==> config.mk <==
export PLATFORM = sky130hd
export DESIGN_NAME = iomem_sevenseg_ctrl
export DESIGN_NICKNAME = d
export VERILOG_FILES = /design/src/rtl/iomem_sevenseg_ctrl_pkg.sv /design/src/rtl/iomem_sevenseg_ctrl_hex7seg_decode.sv /design/src/rtl/iomem_sevenseg_ctrl.sv
export SDC_FILE = /design/constraint.sdc
export NUM_CORES = 1
export LEC_CHECK = 0
export BUFFER_PORTS_ARGS = -buffer_cell sky130_fd_sc_hd__buf_4
export CORE_UTILIZATION = 40
export DETAILED_ROUTE_END_ITERATION = 8
export PLACE_DENSITY = 0.58
export REMOVE_ABC_BUFFERS = 1
export SLEW_MARGIN = 25
export SYNTH_ARGS = -nofsm -noshare
export SYNTH_HDL_FRONTEND = slang
export SYNTH_SLANG_ARGS = --single-unit
==> constraint.sdc <==
create_clock -name clk -period 5 [get_ports clk]
set_input_delay 0.25 -clock clk [delete_from_list [all_inputs] [get_ports clk]]
set_output_delay 0.25 -clock clk [all_outputs]
set_load 0.005 [all_outputs]
==> src/rtl/iomem_sevenseg_ctrl_pkg.sv <==
// Purpose: shared register map, CTRL field layout and blanking constants for the seven-segment slave.
// Latency: n/a (declarations only).
// Backpressure: n/a.
package iomem_sevenseg_pkg;

    // Register offsets, selected by iomem_addr[3:2]
    localparam logic [1:0] REG_DATA   = 2'd0;
    localparam logic [1:0] REG_CTRL   = 2'd1;
    localparam logic [1:0] REG_STATUS = 2'd2;

    // CTRL layout: [7:0] digit enable mask, [15:8] decimal-point mask
    localparam int CTRL_EN_LSB = 0;
    localparam int CTRL_DP_LSB = 8;
    localparam int CTRL_W      = 16;

    // Active-low "everything dark" values
    localparam logic [6:0] SEG_OFF    = 7'h7F;
    localparam logic [7:0] ANODES_OFF = 8'hFF;

    // Enable every digit, no decimal points
    localparam logic [CTRL_W-1:0] CTRL_RESET = 16'h00FF;

endpackage

==> src/rtl/iomem_sevenseg_ctrl_hex7seg_decode.sv <==
// Purpose: 4-bit hex nibble to active-low {g,f,e,d,c,b,a} segment pattern.
// Latency: combinational.
// Backpressure: none.
module hex7seg_decode (
    input  logic [3:0] nibble,
    output logic [6:0] seg
);

    // Lookup of the active-low glyph for each hex digit
    always_comb begin
        seg = 7'h7F;
        case (nibble)
            4'h0: seg = 7'h40;
            4'h1: seg = 7'h79;
            4'h2: seg = 7'h24;
            4'h3: seg = 7'h30;
            4'h4: seg = 7'h19;
            4'h5: seg = 7'h12;
            4'h6: seg = 7'h02;
            4'h7: seg = 7'h78;
            4'h8: seg = 7'h00;
            4'h9: seg = 7'h10;
            4'hA: seg = 7'h08;
            4'hB: seg = 7'h03;
            4'hC: seg = 7'h46;
            4'hD: seg = 7'h21;
            4'hE: seg = 7'h06;
            4'hF: seg = 7'h0E;
            default: seg = 7'h7F;
        endcase
    end

endmodule

==> src/rtl/iomem_sevenseg_ctrl.sv <==
// Purpose: iomem slave holding 8 hex digits + masks, time-multiplexed onto active-low segment/anode lines.
// Latency: iomem_ready one cycle after accept; display outputs lag register state by one cycle.
// Backpressure: none; the !iomem_ready term forces one idle cycle between accepted requests.
module iomem_sevenseg_ctrl
    import iomem_sevenseg_pkg::*;
#(
    parameter logic [7:0] ADDR_BASE   = 8'h04,
    parameter int         REFRESH_DIV = 100000,
    parameter int         DIV_W       = 17
) (
    input  logic        clk,
    input  logic        resetn,
    input  logic        iomem_valid,
    output logic        iomem_ready,
    input  logic [3:0]  iomem_wstrb,
    input  logic [31:0] iomem_addr,
    input  logic [31:0] iomem_wdata,
    output logic [31:0] iomem_rdata,
    output logic [6:0]  seg,
    output logic        dp,
    output logic [7:0]  anodes
);

    logic [31:0]       data_q;
    logic [CTRL_W-1:0] ctrl_q;
    logic [DIV_W-1:0]  presc_q;
    logic [2:0]        idx_q;
    logic              blank_q;

    logic              accept;
    logic [1:0]        reg_sel;
    logic [31:0]       rd_val;
    logic              presc_last;
    logic [7:0]        en_mask;
    logic [7:0]        dp_mask;
    logic [3:0]        cur_nibble;
    logic [6:0]        cur_glyph;
    logic              digit_on;
    logic              unused_addr_bits;

    assign accept     = iomem_valid && !iomem_ready && (iomem_addr[31:24] == ADDR_BASE);
    assign reg_sel    = iomem_addr[3:2];
    assign presc_last = (presc_q == DIV_W'(REFRESH_DIV - 1));
    assign en_mask    = ctrl_q[CTRL_EN_LSB +: 8];
    assign dp_mask    = ctrl_q[CTRL_DP_LSB +: 8];
    assign cur_nibble = data_q[{idx_q, 2'b00} +: 4];
    assign digit_on   = en_mask[idx_q] && !blank_q;

    // Only the tag byte and the word offset take part in decoding
    assign unused_addr_bits = ^{iomem_addr[23:4], iomem_addr[1:0]};

    hex7seg_decode u_decode (
        .nibble (cur_nibble),
        .seg    (cur_glyph)
    );

    // Read mux: returns the register value as it stands before this access's write
    always_comb begin
        rd_val = 32'd0;
        case (reg_sel)
            REG_DATA:   rd_val = data_q;
            REG_CTRL:   rd_val = {16'd0, ctrl_q};
            REG_STATUS: rd_val = {29'd0, idx_q};
            default:    rd_val = 32'd0;
        endcase
    end

    // Byte-strobed register writes on the accept edge; CTRL keeps only its low two bytes
    always_ff @(posedge clk or negedge resetn) begin
        if (!resetn) begin
            data_q <= 32'd0;
            ctrl_q <= CTRL_RESET;
        end else if (accept) begin
            for (int b = 0; b < 4; b++) begin
                if (iomem_wstrb[b] && reg_sel == REG_DATA)
                    data_q[8*b +: 8] <= iomem_wdata[8*b +: 8];
                if (iomem_wstrb[b] && reg_sel == REG_CTRL && b < 2)
                    ctrl_q[8*b +: 8] <= iomem_wdata[8*b +: 8];
            end
        end
    end

    // One-cycle ready pulse; rdata captured on accept and held otherwise
    always_ff @(posedge clk or negedge resetn) begin
        if (!resetn) begin
            iomem_ready <= 1'b0;
            iomem_rdata <= 32'd0;
        end else begin
            iomem_ready <= accept;
            if (accept)
                iomem_rdata <= rd_val;
        end
    end

    // Slot prescaler and scan index; blank is high exactly while the prescaler sits at 0
    always_ff @(posedge clk or negedge resetn) begin
        if (!resetn) begin
            presc_q <= '0;
            idx_q   <= 3'd0;
            blank_q <= 1'b1;
        end else begin
            presc_q <= presc_last ? '0 : presc_q + 1'b1;
            blank_q <= presc_last;
            if (presc_last)
                idx_q <= idx_q + 3'd1;
        end
    end

    // Registered display drive; masked or blanked slots stay dark but keep their full period
    always_ff @(posedge clk or negedge resetn) begin
        if (!resetn) begin
            anodes <= ANODES_OFF;
            seg    <= SEG_OFF;
            dp     <= 1'b1;
        end else if (digit_on) begin
            anodes <= ~(8'd1 << idx_q);
            seg    <= cur_glyph;
            dp     <= ~dp_mask[idx_q];
        end else begin
            anodes <= ANODES_OFF;
            seg    <= SEG_OFF;
            dp     <= 1'b1;
        end
    end

endmodule

==> results.yml, run 1 <==
synthesis:
  avgSynthCellArea_um2: 12.35
  synth_top_cell_area_share_pct: 42.34
  synth_top_flop_cell: "sky130_fd_sc_hd__dfrtp_1"
  commonest_cells_in_the_netlist: "sky130_fd_sc_hd__dfrtp_1 (93), sky130_fd_sc_hd__nand2_1 (74), sky130_fd_sc_hd__mux2_2 (42)"
  ys_seq_area_share_pct: 54.29
  yosys_register_bits: 118
  largest_cells_by_area_after_synthesis: "sky130_fd_sc_hd__dfrtp_1 (42%), sky130_fd_sc_hd__dfstp_2 (12%), sky130_fd_sc_hd__mux2_2 (8.6%), sky130_fd_sc_hd__nand2_1 (5.1%), sky130_fd_sc_hd__mux4_2 (3.7%)"
  synth_async_sr_flop_share_pct: 100.0
  ys_warns: 0
  synth.most_common_cell: "sky130_fd_sc_hd__dfrtp_1"
  synth_cell_type_count: 56
  synth_enable_flop_cells: 0
  syn-cell-area_um2: 5497
  number_of_instances_in_the_synthesized_netlist: 445
  cell_taking_the_most_area_after_synthesis: "sky130_fd_sc_hd__dfrtp_1"
setup_path:
  crit-reg2reg-launch: "idx_q[0]$_DFFE_PN0N_"
  critPathRequiredTime_ns: 5.29
  criticalPathCategory: "reg -> reg"
  crit_path_max_fanout: 13
  critical_path.slowest_cell: "sky130_fd_sc_hd__dfrtp_1"
  arrival_ns: 3.19
  ff2ff_path_depth: 10
  critical_path.n_buffers_inverters: 3
  path_delay_family: "flip-flops"
  cp-end-kind: "register"
  path_cells: "buf_4 > mux4_2 > nand2_1 > and2_1 > inv_1 > ha_1 > inv_1 > nor2_2 > a21oi_1 > o221ai_1"
  setup.reg_to_reg.worst_slack_ns: 2.11
  timing.critical_path.to: "seg[6]$_DFF_PN1_"
  worst_setup_path_start_kind: "register"
  crit-reg2reg-capture: "seg[6]$_DFF_PN1_"
  crit_path_launch: "idx_q[0]$_DFFE_PN0N_"
  worst_path_largest_cell_delay_ns: 0.80
  cpMostUsedCell: "sky130_fd_sc_hd__inv_1"
  cp.depth: 10
timing:
  setup_total_negative_slack_ns: 0
  timing.final.hold_violations: 0
  setup-violations-final: 0
  timing.clock.skew_ns: 0.005779
  hold-worst-slack_ns: 0.05697
  layout_min_cycle_time_ns: 2.892
  setup_repair_after_global_routing_missed_its_margin: "false"
  min_period_over_period_pct: 57.84
  slew_headroom_pct: 41.33
  f_max_ghz: 0.3458
  tightest_slew_ns: 0.8800
  timing.final.max_slew_violations: 0
  timing.final.ws_setup_ns: 2.108
clocking:
  cts_root_buffer: "sky130_fd_sc_hd__clkbuf_16"
  cts_max_path_buffers: 2
  cts_tree: "yes"
  cts_resized: 0
  insertion_delay_ns: 0.41
  hold_buffers: 1
  cts-htree-levels: 4
  clkSinkCount: 118
  cts_made_buffers: 17
  clkSlewWorstSetupHoldPaths_ns: 0.05
  cts_setup_buffers: 0
detailed_routing:
  drt-initial-drc-count: 109
  num_vias: 3682
  detail-route-antenna-nets: 0
  detail_route.drc_violations: 0
  vias_per_cell: 5.016
  wl_per_cell_um: 16.09
  post_detailed_routing_wire_length_mm: 11.81
  drt_pass_1_iters: 4
place:
  hpwl_mm: 8.429
  dpl_cell_area_um2: 6345
  place.port_buffers: 97
  numPlacedInstances: 701
  preCtsSetupSlack_ns: 2.110
  gpl.final_weighted_congestion: 0.7597
global_routing:
  antenna_found_initial: 0
  wire_length_of_the_first_global_routing_pass_mm: 19.33
  grt_start_max_net_pins: 73
  grt_util_all_layers_pct: 18.07
  globalRouteOverflowTotal: 0
  grt_pass1_vias: 3812
floorplanning:
  die-height_um: 119.2
  placement_rows: 42
  floorplan.die.width_um: 119.2
  floorplan.initialDensity_pct: 41.18
  fp.dieArea_um2: 14210
  num_io_pins: 120
  placeableCoreArea_um2: 13350
final_layout:
  footprint_of_the_multi_input_gates_um2: 2355
  filler_cell_count: 1219
  fin_nets: 629
  stdcell_area_um2: 6887
  ff_latch_area_um2: 2984
  antenna_cells: 0
  layoutNonFillerInstCount: 734
  layout-drive-gt1-share_pct: 40.14
  syn_to_final_growth_pct: 25.29
power:
  vdd.ir_drop.worst_mv: 0.2177
  internal_power_uw: 1659
  power.switching_uw: 455.8
  leakagePower_uw: 0.003238
  cell_pwr_density_nw_per_um2: 307.1
  share_comb_of_total_power_pct: 3.6
  switching_share_pct: 21.55
  clock_power_share_pct: 50.8
  power_frac_seq_pct: 45.6
outcome:
  outcome: "completed"
worst_hold_path:
  timing.hold.worst.class: "in -> reg"
  min_delay_path_depth: 2
run:
  maxCapViolations: 0
==> worst min path at each step <==
stage / slack [ns] / end / startpoint
floorplan: -0.05 / ctrl_q[10]$_DFFE_PN0P_ / resetn
global placement: 0.42 / iomem_rdata[27]$_DFFE_PN0P_ / resetn
detailed placement: 0.43 / iomem_rdata[27]$_DFFE_PN0P_ / resetn
CTS: 0.04 / data_q[16]$_DFFE_PN0P_ / iomem_wdata[16]
global route: 0.05 / data_q[20]$_DFFE_PN0P_ / iomem_wdata[20]
finish: 0.06 / data_q[16]$_DFFE_PN0P_ / iomem_wdata[16]
==> metrics by stage <==
step | util [%] | total power, uW
5_1_grt | 51.59 | 2193
2_1_floorplan | - | 992.9
4_1_cts | 51.57 | 2136
3_3_place_gp | 47.53 | 1056
6_report | 51.59 | 2115
3_5_place_dp | 47.53 | 1058
==> kinds of logic after synthesis <==
family | after synthesis | synth area share (%)
AOI/OAI and AO/OA | 52 | 6.124
xor gates and xnor gates | 16 | 2.550
adders and majority gates | 13 | 2.959
buffers and inverters | 29 | 2.914
DFF | 118 | 54.29
muxes | 84 | 19.14
and+or+nand+nor | 133 | 12.02
==> worst reg2reg max path, stage by stage (launching register included) <==
cell and delay, ns:
sky130_fd_sc_hd__dfrtp_1 0.80, sky130_fd_sc_hd__buf_4 0.30, sky130_fd_sc_hd__mux4_2 0.53, sky130_fd_sc_hd__nand2_1 0.09, sky130_fd_sc_hd__and2_1 0.22, sky130_fd_sc_hd__inv_1 0.14
sky130_fd_sc_hd__ha_1 0.21, sky130_fd_sc_hd__inv_1 0.11, sky130_fd_sc_hd__nor2_2 0.06, sky130_fd_sc_hd__a21oi_1 0.16, sky130_fd_sc_hd__o221ai_1 0.16
==> routing by layer <==
layer | share of wire (%) | vias up | global-route usage [%]
met3 | 4.3 | 12 | 5.172
met4 | 1.2 | 0 | 7.041
met5 | 0 | - | 0
met1 | 46 | 1835 | 23.12
met2 | 49 | 72 | 28.89
li1 | - | 1763 | -
==> flip-flops by register name, indices dropped and copies added (netlist names) <==
signal / count
idx_q: 3
seg: 7
presc_q: 17
dp: 1
data_q: 32
iomem_rdata: 32
blank_q: 1
ctrl_q: 16
anodes: 8
iomem_ready: 1
==> power by group through the flow <==
stage               registers (uW)  clock network, uW  logic (uW)
global placement               979                  0        76.9
global route                   964               1140        85.3
CTS                            964               1090        79.2
detailed placement             980                  0        78.3
finish                         964               1070        76.9
floorplan                      979                  0        13.9
==> layout by cell type, fill, tap and decap left out, types with 6 or more instances in the layout <==
master,count
sky130_fd_sc_hd__mux4_2,9
sky130_fd_sc_hd__mux2_1,10
sky130_fd_sc_hd__buf_4,101
sky130_fd_sc_hd__nor2_1,16
sky130_fd_sc_hd__ha_1,13
sky130_fd_sc_hd__inv_1,7
sky130_fd_sc_hd__nand3_1,8
sky130_fd_sc_hd__o21ai_0,20
sky130_fd_sc_hd__clkbuf_16,17
sky130_fd_sc_hd__o31ai_1,13
sky130_fd_sc_hd__a21oi_1,6
sky130_fd_sc_hd__dfstp_2,25
sky130_fd_sc_hd__mux2i_1,20
sky130_fd_sc_hd__xor2_1,7
sky130_fd_sc_hd__clkinv_2,8
sky130_fd_sc_hd__dfrtp_1,93
sky130_fd_sc_hd__xnor2_1,9
sky130_fd_sc_hd__mux2_2,42
sky130_fd_sc_hd__nand2_1,74
==> layout make-up <==
type	instances	share of cell area, %
Inverter	8	0.4360
Multi-Input combinational cell	298	34.19
Sequential cell	118	43.33
Timing Repair Buffer	102	11.16
Clock buffer	22	6.886
Tap cell	176	3.198
Clock inverter	10	0.7994
Note: power is estimated with default switching activity, not from simulation.
==> run 2, diff against run 1 <==
==> constraint.sdc (replaced) <==
create_clock -name clk -period 2.8 [get_ports clk]
set_input_delay 0.14 -clock clk [delete_from_list [all_inputs] [get_ports clk]]
set_output_delay 0.14 -clock clk [all_outputs]
set_load 0.005 [all_outputs]
==> run 2 against run 1 <==
Register-to-register slack worse by 1.7 ns. Clock power is 77% higher. Via count is 4.6% higher. Maximum frequency is 22% higher. Combinational power is 130% higher. Clock-buffer cell count is 6 higher. Worst setup slack worse by 1.7 ns. Cell area is 5.3% higher. Flip-flop and latch count stayed put. Global-route usage is 0.84 points higher. Critical path type unchanged. Largest power group unchanged.
==> results.yml, run 2 (synthesis gave the netlist of run 1 again) <==
outcome:
  outcome: "completed"
timing:
  setup-violations-final: 0
  timing.final.ws_setup_ns: 0.4324
  min_period_over_period_pct: 84.56
  timing.final.hold_violations: 0
  slew_headroom_pct: 54.56
  setup_repair_after_global_routing_missed_its_margin: "false"
  timing.final.max_slew_violations: 0
  setup_total_negative_slack_ns: 0
  f_max_ghz: 0.4224
  layout_min_cycle_time_ns: 2.368
  timing.clock.skew_ns: 0.007356
  tightest_slew_ns: 0.6816
setup_path:
  setup.reg_to_reg.worst_slack_ns: 0.43
  path_delay_family: "multiplexers"
  crit-reg2reg-launch: "idx_q[0]$_DFFE_PN0N_"
  arrival_ns: 2.67
  crit_path_max_fanout: 7
  path_cells: "mux4_2 > mux2i_4 > inv_1 > ha_1 > mux2_1 > nand2_1 > o311ai_1"
  critPathRequiredTime_ns: 3.10
  worst_path_largest_cell_delay_ns: 0.59
  critical_path.n_buffers_inverters: 1
  cp-end-kind: "register"
  criticalPathCategory: "reg -> reg"
  worst_setup_path_start_kind: "register"
  timing.critical_path.to: "seg[4]$_DFF_PN1_"
  crit_path_launch: "idx_q[0]$_DFFE_PN0N_"
  critical_path.slowest_cell: "sky130_fd_sc_hd__mux4_2"
  ff2ff_path_depth: 7
  cp.depth: 7
  crit-reg2reg-capture: "seg[4]$_DFF_PN1_"
detailed_routing:
  route.layer.met1.wl_mm: 5.389
  vias_per_cell: 4.987
  drt_pass_1_iters: 4
  wl_per_cell_um: 15.81
  detail-route-antenna-nets: 0
  detail_route.drc_violations: 0
  routed-wl-met3_um: 560
  post_detailed_routing_wire_length_mm: 12.21
  num_vias: 3850
  met2RoutedLength_mm: 6.105
  maxUsedRoutingLayer: "met4"
  drt-initial-drc-count: 121
global_routing:
  wire_length_of_the_first_global_routing_pass_mm: 20.51
  grt_pass1_vias: 4049
  grt_start_max_net_pins: 56
  globalRouteOverflowTotal: 0
  antenna_found_initial: 0
  grt_util_all_layers_pct: 18.91
place:
  place.port_buffers: 97
  gpl.final_weighted_congestion: 0.7674
  numPlacedInstances: 707
  dpl_cell_area_um2: 6402
  hpwl_mm: 8.699
  preCtsSetupSlack_ns: 0.4081
power:
  power.total_uw: 3787
  share_comb_of_total_power_pct: 4.7
  internal_power_uw: 3005
  leakagePower_uw: 0.003398
  vdd.ir_drop.worst_mv: 0.4027
  power_frac_seq_pct: 45.5
  power.switching_uw: 782.0
  cell_pwr_density_nw_per_um2: 522.4
  clock_power_share_pct: 49.8
  switching_share_pct: 20.65
final_layout:
  ff_latch_area_um2: 2984
  layoutNonFillerInstCount: 772
  most-common-layout-cells: "sky130_fd_sc_hd__buf_4 (106), sky130_fd_sc_hd__dfrtp_1 (93), sky130_fd_sc_hd__nand2_1 (74)"
  antenna_cells: 0
  filler_cell_count: 1195
  stdcell_area_um2: 7249
  layout.cells.most_common: "sky130_fd_sc_hd__buf_4"
  reg.largest.list: "data_q x32, iomem_rdata x32, presc_q x17"
  fin_nets: 667
  syn_to_final_growth_pct: 31.89
  layout-drive-gt1-share_pct: 37.42
  footprint_of_the_multi_input_gates_um2: 2352
clocking:
  cts_resized: 0
  cts_root_buffer: "sky130_fd_sc_hd__clkbuf_16"
  cts-htree-levels: 4
  cts_tree: "yes"
  insertion_delay_ns: 0.41
  clkSlewWorstSetupHoldPaths_ns: 0.05
  clkSinkCount: 118
  cts_max_path_buffers: 2
  cts_made_buffers: 17
worst_hold_path:
  holdCritStartpoint: "iomem_addr[3]"
  timing.hold.worst.class: "in -> reg"
floorplanning:
  die-height_um: 119.2
  placement_rows: 42
  floorplan.die.width_um: 119.2
  fp.dieArea_um2: 14210
  floorplan.initialDensity_pct: 41.18
  placeableCoreArea_um2: 13350
  num_io_pins: 120
run:
  maxCapViolations: 0
## run 2: final cells by class
| type | count | area share, % |
|---|---|---|
| inverter | 8 | 0.4142 |
| clock inverter | 4 | 0.2761 |
| clock buffer | 28 | 6.852 |
| tap | 176 | 3.038 |
| timing repair buffer | 140 | 15.81 |
| multi-input combinational | 298 | 32.45 |
| sequential | 118 | 41.16 |
## run 2: power groups by stage
| stage | Sequential (uW) | Combinational (uW) | Clock, uW |
|---|---|---|---|
| 6_report | 1720 | 178 | 1890 |
| 5_1_grt | 1720 | 196 | 2010 |
| 4_1_cts | 1720 | 182 | 1930 |
| 3_5_place_dp | 1750 | 146 | 0 |
| 3_3_place_gp | 1750 | 143 | 0 |
| 2_1_floorplan | 1750 | 24.9 | 0 |
## run 2: worst min path at each step
| stage | endpoint | slack (ns) | depth (start not counted) |
|---|---|---|---|
| after detailed placement | iomem_rdata[27]$_DFFE_PN0P_ | 0.23 | 1 |
| after global routing | data_q[16]$_DFFE_PN0P_ | 0.15 | 3 |
| final | iomem_rdata[9]$_DFFE_PN0P_ | 0.14 | 2 |
| after floorplan | ctrl_q[10]$_DFFE_PN0P_ | -0.16 | 0 |
| after CTS | data_q[16]$_DFFE_PN0P_ | 0.14 | 3 |
| after global placement | iomem_rdata[27]$_DFFE_PN0P_ | 0.23 | 1 |
## run 2: per-layer routing
| layer | GRT usage (%) | vias up |
|---|---|---|
| li1 | - | 1845 |
| met1 | 23.58 | 1893 |
| met2 | 31.61 | 98 |
| met3 | 5.077 | 14 |
| met4 | 6.408 | 0 |
| met5 | 0 | - |
## run 2: per-stage QoR
stage          util, %  hold slack (ns)
2_1_floorplan        -          -0.1556
5_1_grt          54.31           0.1479
3_3_place_gp     47.97           0.2281
6_report         54.31           0.1441
3_5_place_dp     47.97           0.2345
4_1_cts          54.31           0.1351
## run 2: timing repair
item / 4_1_cts / 5_1_grt
setup buffers: 0 / 0
hold buffers: 33 / 0
endpoints found under the hold margin: 86 / 0
==> run 3, diff against run 2 <==
==> constraint.sdc (replaced) <==
create_clock -name clk -period 2.3 [get_ports clk]
set_input_delay 0.115 -clock clk [delete_from_list [all_inputs] [get_ports clk]]
set_output_delay 0.115 -clock clk [all_outputs]
set_load 0.005 [all_outputs]
==> run 3 against run 2 <==
Flip-flop and latch count is the same. Largest cell class unchanged. Clock skew grew 0.0019 ns. Critical path depth grew 1. Power grew 25%. Die area is the same. Final cell count grew 0.78%. Largest power group unchanged. Maximum frequency grew 8.3%. Sequential share of layout area shrank 0.60 points.
==> results.yml, run 3 (synthesis gave the netlist of run 1 again) <==
power:
  share_comb_of_total_power_pct: 4.6
  cell_pwr_density_nw_per_um2: 643.4
  switching_share_pct: 20.86
  internal_power_uw: 3746
  leakagePower_uw: 0.003451
  vdd.ir_drop.worst_mv: 0.3961
  clock_power_share_pct: 51.1
  power_frac_seq_pct: 44.3
  power.switching_uw: 987.5
place:
  gpl.final_weighted_congestion: 0.7528
  hpwl_mm: 8.505
  place.port_buffers: 97
  preCtsSetupSlack_ns: 0.05553
  numPlacedInstances: 709
final_layout:
  most-common-layout-cells: "sky130_fd_sc_hd__buf_4 (110), sky130_fd_sc_hd__dfrtp_1 (93), sky130_fd_sc_hd__nand2_1 (74)"
  layout.cells.most_common: "sky130_fd_sc_hd__buf_4"
  antenna_cells: 0
  fin_nets: 673
  layoutNonFillerInstCount: 778
  layout-drive-gt1-share_pct: 39.20
  filler_cell_count: 1182
  reg.largest.list: "data_q x32, iomem_rdata x32, presc_q x17"
  syn_to_final_growth_pct: 33.85
setup_path:
  arrival_ns: 2.50
  critPathRequiredTime_ns: 2.61
  worst_setup_path_start_kind: "register"
  cp-end-kind: "register"
  criticalPathCategory: "reg -> reg"
  crit_path_max_fanout: 10
global_routing:
  globalRouteOverflowTotal: 0
  grt_start_max_net_pins: 54
  grt_pass1_vias: 4043
  antenna_found_initial: 0
  wire_length_of_the_first_global_routing_pass_mm: 20.65
  grt_util_all_layers_pct: 19.14
detailed_routing:
  drt_pass_1_iters: 4
  detail-route-antenna-nets: 0
  detail_route.drc_violations: 0
  vias_per_cell: 4.954
  num_vias: 3854
  drt-initial-drc-count: 142
  post_detailed_routing_wire_length_mm: 12.36
  wl_per_cell_um: 15.88
timing:
  timing.final.hold_violations: 0
  slew_headroom_pct: 57.04
  timing.final.ws_setup_ns: 0.1131
  min_period_over_period_pct: 95.08
  layout_min_cycle_time_ns: 2.187
  timing.clock.skew_ns: 0.009238
  f_max_ghz: 0.4573
  setup_repair_after_global_routing_missed_its_margin: "false"
  setup-violations-final: 0
  timing.final.max_slew_violations: 0
  tightest_slew_ns: 0.6438
clocking:
  cts_tree: "yes"
  clkSlewWorstSetupHoldPaths_ns: 0.05
  clkSinkCount: 118
  insertion_delay_ns: 0.42
  cts_root_buffer: "sky130_fd_sc_hd__clkbuf_16"
  cts-htree-levels: 4
  cts_made_buffers: 17
  cts_max_path_buffers: 2
outcome:
  outcome: "completed"
floorplanning:
  num_io_pins: 120
  fp.dieArea_um2: 14210
  placeableCoreArea_um2: 13350
  die-height_um: 119.2
  floorplan.initialDensity_pct: 41.18
  placement_rows: 42
  floorplan.die.width_um: 119.2
run:
  maxCapViolations: 0
worst_hold_path:
  timing.hold.worst.class: "in -> reg"
## run 3: cell type report
class / count / area (um2) / area share (%)
inverter: 8 / 30.03 / 0.4082
tap: 176 / 220.2 / 2.993
sequential: 118 / 2984 / 40.56
timing repair buffer: 146 / 1216 / 16.53
clock buffer: 28 / 526.8 / 7.160
multi-input combinational: 298 / 2360 / 32.07
clock inverter: 4 / 20.02 / 0.2721
## run 3: final timing paths
path                                             startpoint                          end  slack (ns)  depth (start not counted)
worst max-delay path                   idx_q[0]$_DFFE_PN0N_             seg[4]$_DFF_PN1_        0.11                          8
min in group asynchronous                            resetn       data_q[23]$_DFFE_PN0P_        0.21                          2
worst min-delay path                         iomem_wstrb[3]       data_q[26]$_DFFE_PN0P_        0.12                          3
worst max register to register         idx_q[0]$_DFFE_PN0N_             seg[4]$_DFF_PN1_        0.11                          8
worst min register to register  iomem_rdata[17]$_DFFE_PN0P_  iomem_rdata[17]$_DFFE_PN0P_        0.48                          2
max in group asynchronous                            resetn          anodes[6]$_DFF_PN1_        1.36                          3
## run 3: critical path, cell delays in order (launching register included)
cell,delay (ns)
sky130_fd_sc_hd__dfrtp_1,0.38
sky130_fd_sc_hd__buf_12,0.15
sky130_fd_sc_hd__mux4_2,0.53
sky130_fd_sc_hd__mux2i_4,0.19
sky130_fd_sc_hd__inv_1,0.12
sky130_fd_sc_hd__ha_2,0.22
sky130_fd_sc_hd__mux2_1,0.30
sky130_fd_sc_hd__nand2_1,0.07
sky130_fd_sc_hd__o311ai_1,0.10
## run 3: stage by stage
step	area (um2)	total power (uW)	utilization [%]	hold slack, ns	setup TNS, ns
2_1_floorplan	5366	2158	-	-0.1806	-22.47
3_3_place_gp	6442	2303	48.27	0.1000	0
3_5_place_dp	6442	2307	48.27	0.1074	0
4_1_cts	7320	4793	54.84	0.1002	0
5_1_grt	7357	4912	55.12	0.1222	0
6_report	7357	4734	55.12	0.1193	0
## run 3: per-layer routing
layer | vias to the layer above | wire length (um) | GRT usage [%]
li1 | 1853 | - | -
met1 | 1922 | 5674 | 24.87
met2 | 66 | 6107 | 30.60
met3 | 13 | 395 | 4.933
met4 | 0 | 178 | 7.358
met5 | - | 0 | 0
## run 3: power groups by stage
stage	clock, uW	combinational, uW	sequential, uW
finish	2420	219	2100
detailed placement	0	177	2130
global placement	0	174	2130
floorplan	0	30.3	2130
global route	2580	241	2100
CTS	2470	222	2100
## run 3: repair_timing
| item | CTS | global route |
|---|---|---|
| gates resized for setup | 0 | 4 |
| setup buffers | 0 | 4 |
| endpoints found under the hold margin | 81 | 0 |
| endpoints found under the setup margin | 0 | 5 |
| hold buffers | 33 | 0 |
